--- config.mk ---
export PLATFORM = sky130hd
export DESIGN_NAME = axis_sample_delay
export DESIGN_NICKNAME = d
export VERILOG_FILES = /design/src/rtl/axis_sample_delay_pkg.sv /design/src/rtl/axis_sample_delay_ram.sv /design/src/rtl/axis_sample_delay.sv
export SDC_FILE = /design/constraint.sdc
export NUM_CORES = 1
export LEC_CHECK = 0
export BUFFER_PORTS_ARGS = -buffer_cell sky130_fd_sc_hd__clkbuf_2
export CAP_MARGIN = 20
export CELL_PAD_IN_SITES_DETAIL_PLACEMENT = 1
export CELL_PAD_IN_SITES_GLOBAL_PLACEMENT = 2
export CORE_AREA = 2 2 294 296
export CTS_BUF_LIST = sky130_fd_sc_hd__clkbuf_8
export DETAILED_ROUTE_END_ITERATION = 16
export DIE_AREA = 0 0 296 298
export PLACE_DENSITY = 0.45
export SYNTH_ARGS = -nofsm -noshare
export SYNTH_HDL_FRONTEND = slang
export SYNTH_SLANG_ARGS = --single-unit
--- constraint.sdc ---
create_clock -name clk -period 4.15 [get_ports clk]
set_clock_uncertainty 0.1 [all_clocks]
set_input_delay 0.6225 -clock clk [delete_from_list [all_inputs] [get_ports clk]]
set_output_delay 0.6225 -clock clk [all_outputs]
set_load 0.1 [all_outputs]
--- src/rtl/axis_sample_delay_pkg.sv ---
// Shared constants and pointer-width helper for the sample delay line.
package axis_pkg_sample;

  localparam int unsigned DEFAULT_WIDTH = 32;
  localparam int unsigned MAX_DELAY     = 1024;

  // ceil(log2(n)), never less than 1 so a single-entry buffer still gets an index bit
  function automatic int unsigned clog2_min1(input int unsigned n);
    int unsigned w;
    w = 0;
    for (int unsigned v = 1; v < n; v = v << 1) w++;
    return (w == 0) ? 1 : w;
  endfunction

endpackage

--- src/rtl/axis_sample_delay_ram.sv ---
// Single-port DEPTH x WIDTH RAM with synchronous read-before-write on one address.
module sample_delay_ram #(
  parameter int unsigned WIDTH = 32,
  parameter int unsigned DEPTH = 16,
  parameter int unsigned AW    = 4
) (
  input  logic             clk,
  input  logic             en,
  input  logic [AW-1:0]    addr,
  input  logic [WIDTH-1:0] wdata,
  output logic [WIDTH-1:0] rdata
);

  logic [WIDTH-1:0] mem [DEPTH];

  always_ff @(posedge clk) begin
    if (en) begin
      rdata     <= mem[addr];
      mem[addr] <= wdata;
    end
  end

endmodule

--- src/rtl/axis_sample_delay.sv ---
// AXI4-Stream delay line: each accepted sample re-emerges DELAY accepted samples later.
module axis_sample_delay
  import axis_pkg_sample::*;
#(
  parameter int unsigned WIDTH = DEFAULT_WIDTH,
  parameter int unsigned DELAY = 16
) (
  input  logic             clk,
  input  logic             rst_n,
  input  logic             clr,
  input  logic             s_axis_tvalid,
  input  logic [WIDTH-1:0] s_axis_tdata,
  output logic             s_axis_tready,
  output logic             m_axis_tvalid,
  output logic [WIDTH-1:0] m_axis_tdata,
  input  logic             m_axis_tready,
  output logic             primed
);

  localparam int unsigned AW = clog2_min1(DELAY);
  localparam int unsigned FW = clog2_min1(DELAY + 1);
  localparam logic [AW-1:0] PTR_LAST  = AW'(DELAY - 1);
  localparam logic [FW-1:0] FILL_FULL = FW'(DELAY);
  localparam logic [FW-1:0] FILL_LAST = FW'(DELAY - 1);

  logic [AW-1:0]    ptr;
  logic [FW-1:0]    fill;
  logic             out_live;
  logic             accept;
  logic [WIDTH-1:0] ram_rdata;

  assign s_axis_tready = (!m_axis_tvalid || m_axis_tready) && !clr;
  assign accept        = s_axis_tvalid && s_axis_tready;

  sample_delay_ram #(
    .WIDTH (WIDTH),
    .DEPTH (DELAY),
    .AW    (AW)
  ) u_ram (
    .clk   (clk),
    .en    (accept),
    .addr  (ptr),
    .wdata (s_axis_tdata),
    .rdata (ram_rdata)
  );

  // The RAM read register has no reset; out_live masks it so reset/clr zero the
  // output immediately and unprimed reads never leak stale buffer contents.
  assign m_axis_tdata = out_live ? ram_rdata : '0;

  always_ff @(posedge clk or negedge rst_n) begin
    if (!rst_n) begin
      ptr           <= '0;
      fill          <= '0;
      primed        <= 1'b0;
      m_axis_tvalid <= 1'b0;
      out_live      <= 1'b0;
    end else if (clr) begin
      ptr           <= '0;
      fill          <= '0;
      primed        <= 1'b0;
      m_axis_tvalid <= 1'b0;
      out_live      <= 1'b0;
    end else if (accept) begin
      ptr           <= (ptr == PTR_LAST) ? '0 : ptr + 1'b1;
      m_axis_tvalid <= 1'b1;
      out_live      <= primed;
      if (fill != FILL_FULL) fill <= fill + 1'b1;
      if (fill == FILL_LAST) primed <= 1'b1;
    end else if (m_axis_tready) begin
      m_axis_tvalid <= 1'b0;
    end
  end

endmodule
==> flow_summary.yaml, run 1 <==
status:
  status: "finished, final reports clean"
clocking:
  cts_buffers: 97
  cts_sinks: 556
  cts.path.max_buffers: 3
  cts_tree: "done"
  postCtsSetupBuffers: 0
  cts_root_buffer: "clkbuf_8"
  clk_latency_ps: 680
  htree_levels: 3
  clk_pin_slew_ps: 60
sta:
  finalMaxSlewViolations: 0
  timing.slew.headroom_pct: 30.9
  hold_viol: 0
  setup_tns_ps: 0
  hold_slack_ps: 175
  max_slew.worst_pin.slew_ps: 1040
  setup_viol_count_final: 0
  fin_crit_sh_pct: 76.8
  rsz0062_at_grt: "no"
  min_period_ps: 3190
  fmax_mhz: 314
floorplan:
  die_area_um2: 88200
  die_w_um: 296
  coreArea_um2: 84900
  start_util_pct: 24.8
  num_rows: 107
  die_h_um: 298
  pin_count: 72
critical_path:
  cp.depth: 2
  r2r_setup_slack_ps: 1200
  crit_fanout: 33
  crit_buf_inv: 1
  crit_start: "out_live$_DFFE_PN0P_"
  start_kind: "register"
  worst_r2r_endpoint: "u_ram.mem[7][11]$_DFFE_PP_"
  critical-path-top-delay-family: "flip-flops"
  slowest_delay_ps: 950
  worstPathCellList: "and2_1 -> clkbuf_2"
  r2r-start: "ptr[1]$_DFFE_PN0P_"
  crit_end: "m_axis_tdata[17]"
  crit_path_top_delay_cell: "dfrtp_2"
  end_kind: "output port"
  r2r_cells: 4
  crit_type: "reg2out"
  crit_required_ps: 3430
  arrival_ps: 2460
pwr:
  p_leak_nw: 7.87
  p_per_area_nw_per_um2: 466
  power_mw: 11.6
  peakVddDrop_uv: 200
finish:
  nNetsFinal: 1134
  fill_cells: 8669
  syn2layout_area_growth_pct: 18.1
  drive_above_1_share_pct: 32.2
  final_common_cell: "edfxtp_1"
  final_cell_mix: "544 x edfxtp_1, 128 x mux4_2, 99 x clkbuf_8"
route:
  via_per_inst: 4.31
  wirelength_um: 56700
  wire_per_inst_um: 24.5
  dr.pass1.iters: 6
  drt-initial-drc-count: 673
  drc: 0
  route.vias.total: 9984
  ant_nets: 0
logic_synthesis:
  synth_ff_type: "edfxtp_1"
  yosysWarningCount: 0
  synth_edf_count: 544
  syn_inst: 937
  avgSynthCellArea_um2: 22.5
  synth_cell_type_count: 32
  async_reset_ff_share_pct: 2.16
  yosysSeqAreaShare_pct: 79.0
  syn_area_um2: 21100
  ys_ff_latch: 556
  syn-num-nets: 981
placement:
  io_buffers: 71
  dpl.hpwl_um: 29800
  gp_congestion: 0.665
global_routing:
  overflow: 0
  grt.total_usage_pct: 13.1
  grt_pass1_vias: 11167
  grt_pass1_wl_um: 82000
  antenna_found_initial: 1
  grt_max_degree: 60
flow_run:
  drv_cap: 0
worst_hold_path:
  hp-class: "in2reg"
  hold_start: "s_axis_tvalid"
[how the worst min path moves through the flow]
stage | end | slack, ps | cells past startpoint
after floorplan | fill[0]$_DFFE_PN0P_ | 230 | 0
after detailed placement | out_live$_DFFE_PN0P_ | 420 | 2
after CTS | m_axis_tvalid$_DFFE_PN0P_ | 110 | 3
after global routing | m_axis_tvalid$_DFFE_PN0P_ | 180 | 3
after global placement | out_live$_DFFE_PN0P_ | 430 | 2
final | m_axis_tvalid$_DFFE_PN0P_ | 170 | 3
[per-stage QoR]
stage	std cells	area [um2]	setup slack [ps]	utilization [%]
2_1_floorplan	937	21100	1120	-
3_3_place_gp	2134	23100	1160	27.2
3_5_place_dp	2134	23100	1110	27.2
4_1_cts	2313	24900	779	29.3
5_1_grt	2314	24900	743	29.3
6_report	2314	24900	964	29.3
[routing by layer]
layer | global-route usage (%) | up-vias | routed length, um
met1 | 17.7 | 5425 | 25800
li1 | - | 4276 | -
met4 | 4.09 | 0 | 1050
met3 | 2.36 | 71 | 2080
met2 | 21.5 | 212 | 27700
met5 | 0 | - | 0
[registers in the layout, summed over array words and instances (netlist names)]
name	flops
out_live	1
primed	1
ptr	4
u_ram.mem	512
u_ram.rdata	32
fill	5
m_axis_tvalid	1
[power breakdown]
part,leakage [nW],switching [mW],internal (mW)
clock network,1.00,2.28,2.35
registers,5.07,0.0664,6.24
logic,1.80,0.343,0.316
[worst reg2reg max path, delay by kind of cell, from the launching register on]
family                     cells  cell delay (ps)
adders and majority gates      1              390
buffers and inverters          1              270
DFF                            1             1070
and+or+nand+nor                2              820
[cells by family after synthesis]
logic type | Yosys count | share of synthesized area, %
DFF | 556 | 79.0
muxes | 128 | 13.7
and+or+nand+nor | 109 | 2.72
AOI/OAI and AO/OA | 77 | 2.69
buffers and inverters | 58 | 1.39
adders and majority gates | 7 | 0.416
xor gates and xnor gates | 2 | 0.0832
[Yosys cell counts (4+ instances only)]
master	number	area share, %
edfxtp_1	544	78
mux4_2	128	14
a22oi_1	64	2.3
nand2_1	40	0.71
and2_1	34	1.0
clkbuf_1	31	0.55
and3_1	16	0.48
dfrtp_1	12	1.4
buf_2	9	0.21
buf_6	8	0.43
ha_1	7	0.42
inv_1	6	0.11
nor2_1	6	0.11
o21ai_0	4	0.095
[repair_timing]
item,in CTS,in global routing
endpoints found under the hold margin,12,0
gates resized for setup,0,0
hold buffers,1,0
[final cells by class]
class,count,area [um2],share of cell area [%]
Inverter,6,22.5,0.0906
Antenna cell,1,2.50,0.0101
Timing Repair Buffer,106,833,3.35
Multi-Input combinational cell,323,4180,16.8
Tap cell,1144,1430,5.76
Sequential cell,556,16600,66.9
Clock inverter,79,395,1.59
Clock buffer,99,1360,5.48
(Power assumes the default switching activity.)
==> run 2: changes to the inputs <==
Settings changed: ABC_AREA set to 1, CORE_AREA 2 2 294 296 to 2 2 318 320, DIE_AREA 0 0 296 298 to 0 0 320 322, PLACE_DENSITY 0.45 to 0.55.
Clock period 4.15 ns to 2.8 ns, I/O delays scaled along.
==> run 2 against run 1 <==
  * Worst hold slack got worse by 110 ps
  * Global-route usage increased by 1.9 points
  * Via count grew 67%
  * Synthesized cell count increased to 2.7 times the previous value
  * Final cell count rose by 75%
  * Utilization decreased by 0.23 points
  * First-iteration DRC count increased by 31%
  * Wire length rose by 34%
  * Non-clock buffer count is 38 higher
  * Sequential power rose by 48%
  * Worst setup slack worse by 790 ps
  * Largest power group unchanged
==> flow_summary.yaml, run 2 <==
worst_hold_path:
  hp-class: "in2reg"
floorplan:
  coreArea_um2: 99600
  start_util_pct: 24.8
  num_rows: 116
  die_w_um: 320
  pin_count: 72
  die_area_um2: 103000
  die_h_um: 322
route:
  dr.pass1.iters: 5
  drc: 0
  route.vias.total: 16717
  via_per_inst: 4.13
  ant_nets: 0
  wire_per_inst_um: 18.8
  drt-initial-drc-count: 881
  wirelength_um: 76200
sta:
  fin_crit_sh_pct: 93.8
  max_slew.worst_pin.slew_ps: 868
  finalMaxSlewViolations: 0
  fmax_mhz: 381
  setup_tns_ps: 0
  timing.slew.headroom_pct: 42.2
  rsz0062_at_grt: "no"
  min_period_ps: 2630
  setup_viol_count_final: 0
  hold_viol: 0
logic_synthesis:
  ys_ff_latch: 556
  async_reset_ff_share_pct: 2.16
  synth_top_area_share_pct: 66.1
  yosysSeqAreaShare_pct: 67.4
  synthTopCellsByCount: "922 x nand2_1, 619 x inv_1, 544 x edfxtp_1"
  yosysWarningCount: 0
  synth_ff_type: "edfxtp_1"
  synth_cell_type_count: 23
  synth_top_cell_by_area: "edfxtp_1"
  synth_edf_count: 544
  syn_area_um2: 24700
  syn-num-nets: 2556
  avgSynthCellArea_um2: 9.83
  syn_inst: 2512
  synth.area.top_cells: "edfxtp_1 66%, nand2_1 14%, inv_1 9.4%, nand3_1 5.3%, buf_2 1.3%"
  yosysMostFrequentCell: "nand2_1"
clocking:
  cts.path.max_buffers: 3
  postCtsSetupBuffers: 0
  cts_sinks: 556
  cts_tree: "done"
  cts_buffers: 102
  htree_levels: 3
  clk_latency_ps: 730
  cts_root_buffer: "clkbuf_8"
  clk_pin_slew_ps: 70
placement:
  io_buffers: 71
  gp_congestion: 0.705
  dpl.hpwl_um: 42300
global_routing:
  antenna_found_initial: 3
  grt.total_usage_pct: 15.0
  grt_pass1_wl_um: 115000
  overflow: 0
  grt_pass1_vias: 18139
  grt_max_degree: 109
finish:
  drive_above_1_share_pct: 11.0
  final_common_cell: "nand2_1"
  nNetsFinal: 2703
  syn2layout_area_growth_pct: 17.2
  final_cell_mix: "922 x nand2_1, 638 x inv_1, 544 x edfxtp_1"
  top_register: "u_ram.mem"
  top_regs: "u_ram.mem x512, u_ram.rdata x32, fill x5"
  largest_reg_flops: 512
flow_run:
  drv_cap: 0
pwr:
  p_leak_nw: 13.1
  peakVddDrop_uv: 317
  p_per_area_nw_per_um2: 640
  power_mw: 18.5
critical_path:
  end_kind: "output port"
  crit_fanout: 17
  start_kind: "register"
  crit_required_ps: 2280
  arrival_ps: 2110
  crit_type: "reg2out"
status:
  status: "finished, final reports clean"
[run 2: layout make-up]
class	instances	area [um2]
Multi-Input combinational cell	1230	5190
Tap cell	1298	1620
Timing Repair Buffer	144	1170
Fill cell	11349	70600
Clock inverter	88	532
Clock buffer	103	1420
Antenna cell	1	2.50
Inverter	625	2360
Sequential cell	556	16600
[run 2: where the power goes]
group	total (mW)	switching, mW	internal [mW]
clock	7.59	3.67	3.92
sequential	9.31	0.0422	9.27
combinational	1.63	1.18	0.446
[run 2: kinds of logic (layout without fill, tap and decap cells)]
group	count (synthesis)	after routing	synth area share [%]
XOR/XNOR	3	3	0.106
other	0	1	0
flip-flops	556	556	67.4
adder cells (fa/ha/maj)	7	7	0.355
buffers and inverters	726	960	12.2
AO/OA/AOI/OAI	11	11	0.248
AND/OR/NAND/NOR	1209	1209	19.7
[run 2: path summary, 6_finish.rpt]
| check | start | endpoint | slack (ps) | depth (start not counted) |
|---|---|---|---|---|
| hold reg to reg | fill[3]$_DFFE_PN0P_ | fill[3]$_DFFE_PN0P_ | 420 | 2 |
| hold / removal | s_axis_tdata[24] | u_ram.mem[15][24]$_DFFE_PP_ | 70 | 1 |
| max in group asynchronous | rst_n | ptr[0]$_DFFE_PN0P_ | 2140 | 2 |
| setup / recovery | out_live$_DFFE_PN0P_ | m_axis_tdata[20] | 170 | 4 |
| min in group asynchronous | rst_n | fill[2]$_DFFE_PN0P_ | 90 | 2 |
| setup reg to reg | ptr[0]$_DFFE_PN0P_ | u_ram.mem[14][10]$_DFFE_PP_ | 500 | 5 |
[run 2: stage by stage]
stage	hold slack, ps	area, um2	cells	setup WS (ps)	utilization, %
after global routing	49.0	28900	4045	11.8	29.1
final	66.8	28900	4045	173	29.1
after floorplan	24.4	24800	2512	126	-
after global placement	286	26900	3841	442	27.0
after CTS	1.64	28900	4044	33.8	29.1
after detailed placement	279	26900	3841	380	27.0
[run 2: timing repair]
item	4_1_cts	5_1_grt
setup endpoints to repair	1	0
hold buffers	12	0
resized for setup	1	0
endpoints found under the hold margin	108	0
[run 2: per-layer routing]
layer / GRT usage (%) / share of wire, % / vias up
met4: 4.66 / 2.3 / 2
met3: 2.35 / 3.1 / 111
met5: 0 / 0.0092 / -
met1: 19.4 / 46 / 8327
met2: 25.7 / 48 / 242
li1: - / - / 8035
[run 2: worst max-delay path, stage by stage (launching register included)]
cell      delay (ps)
dfrtp_2          360
buf_4            300
nand2_1          150
inv_1             90
clkbuf_2         450
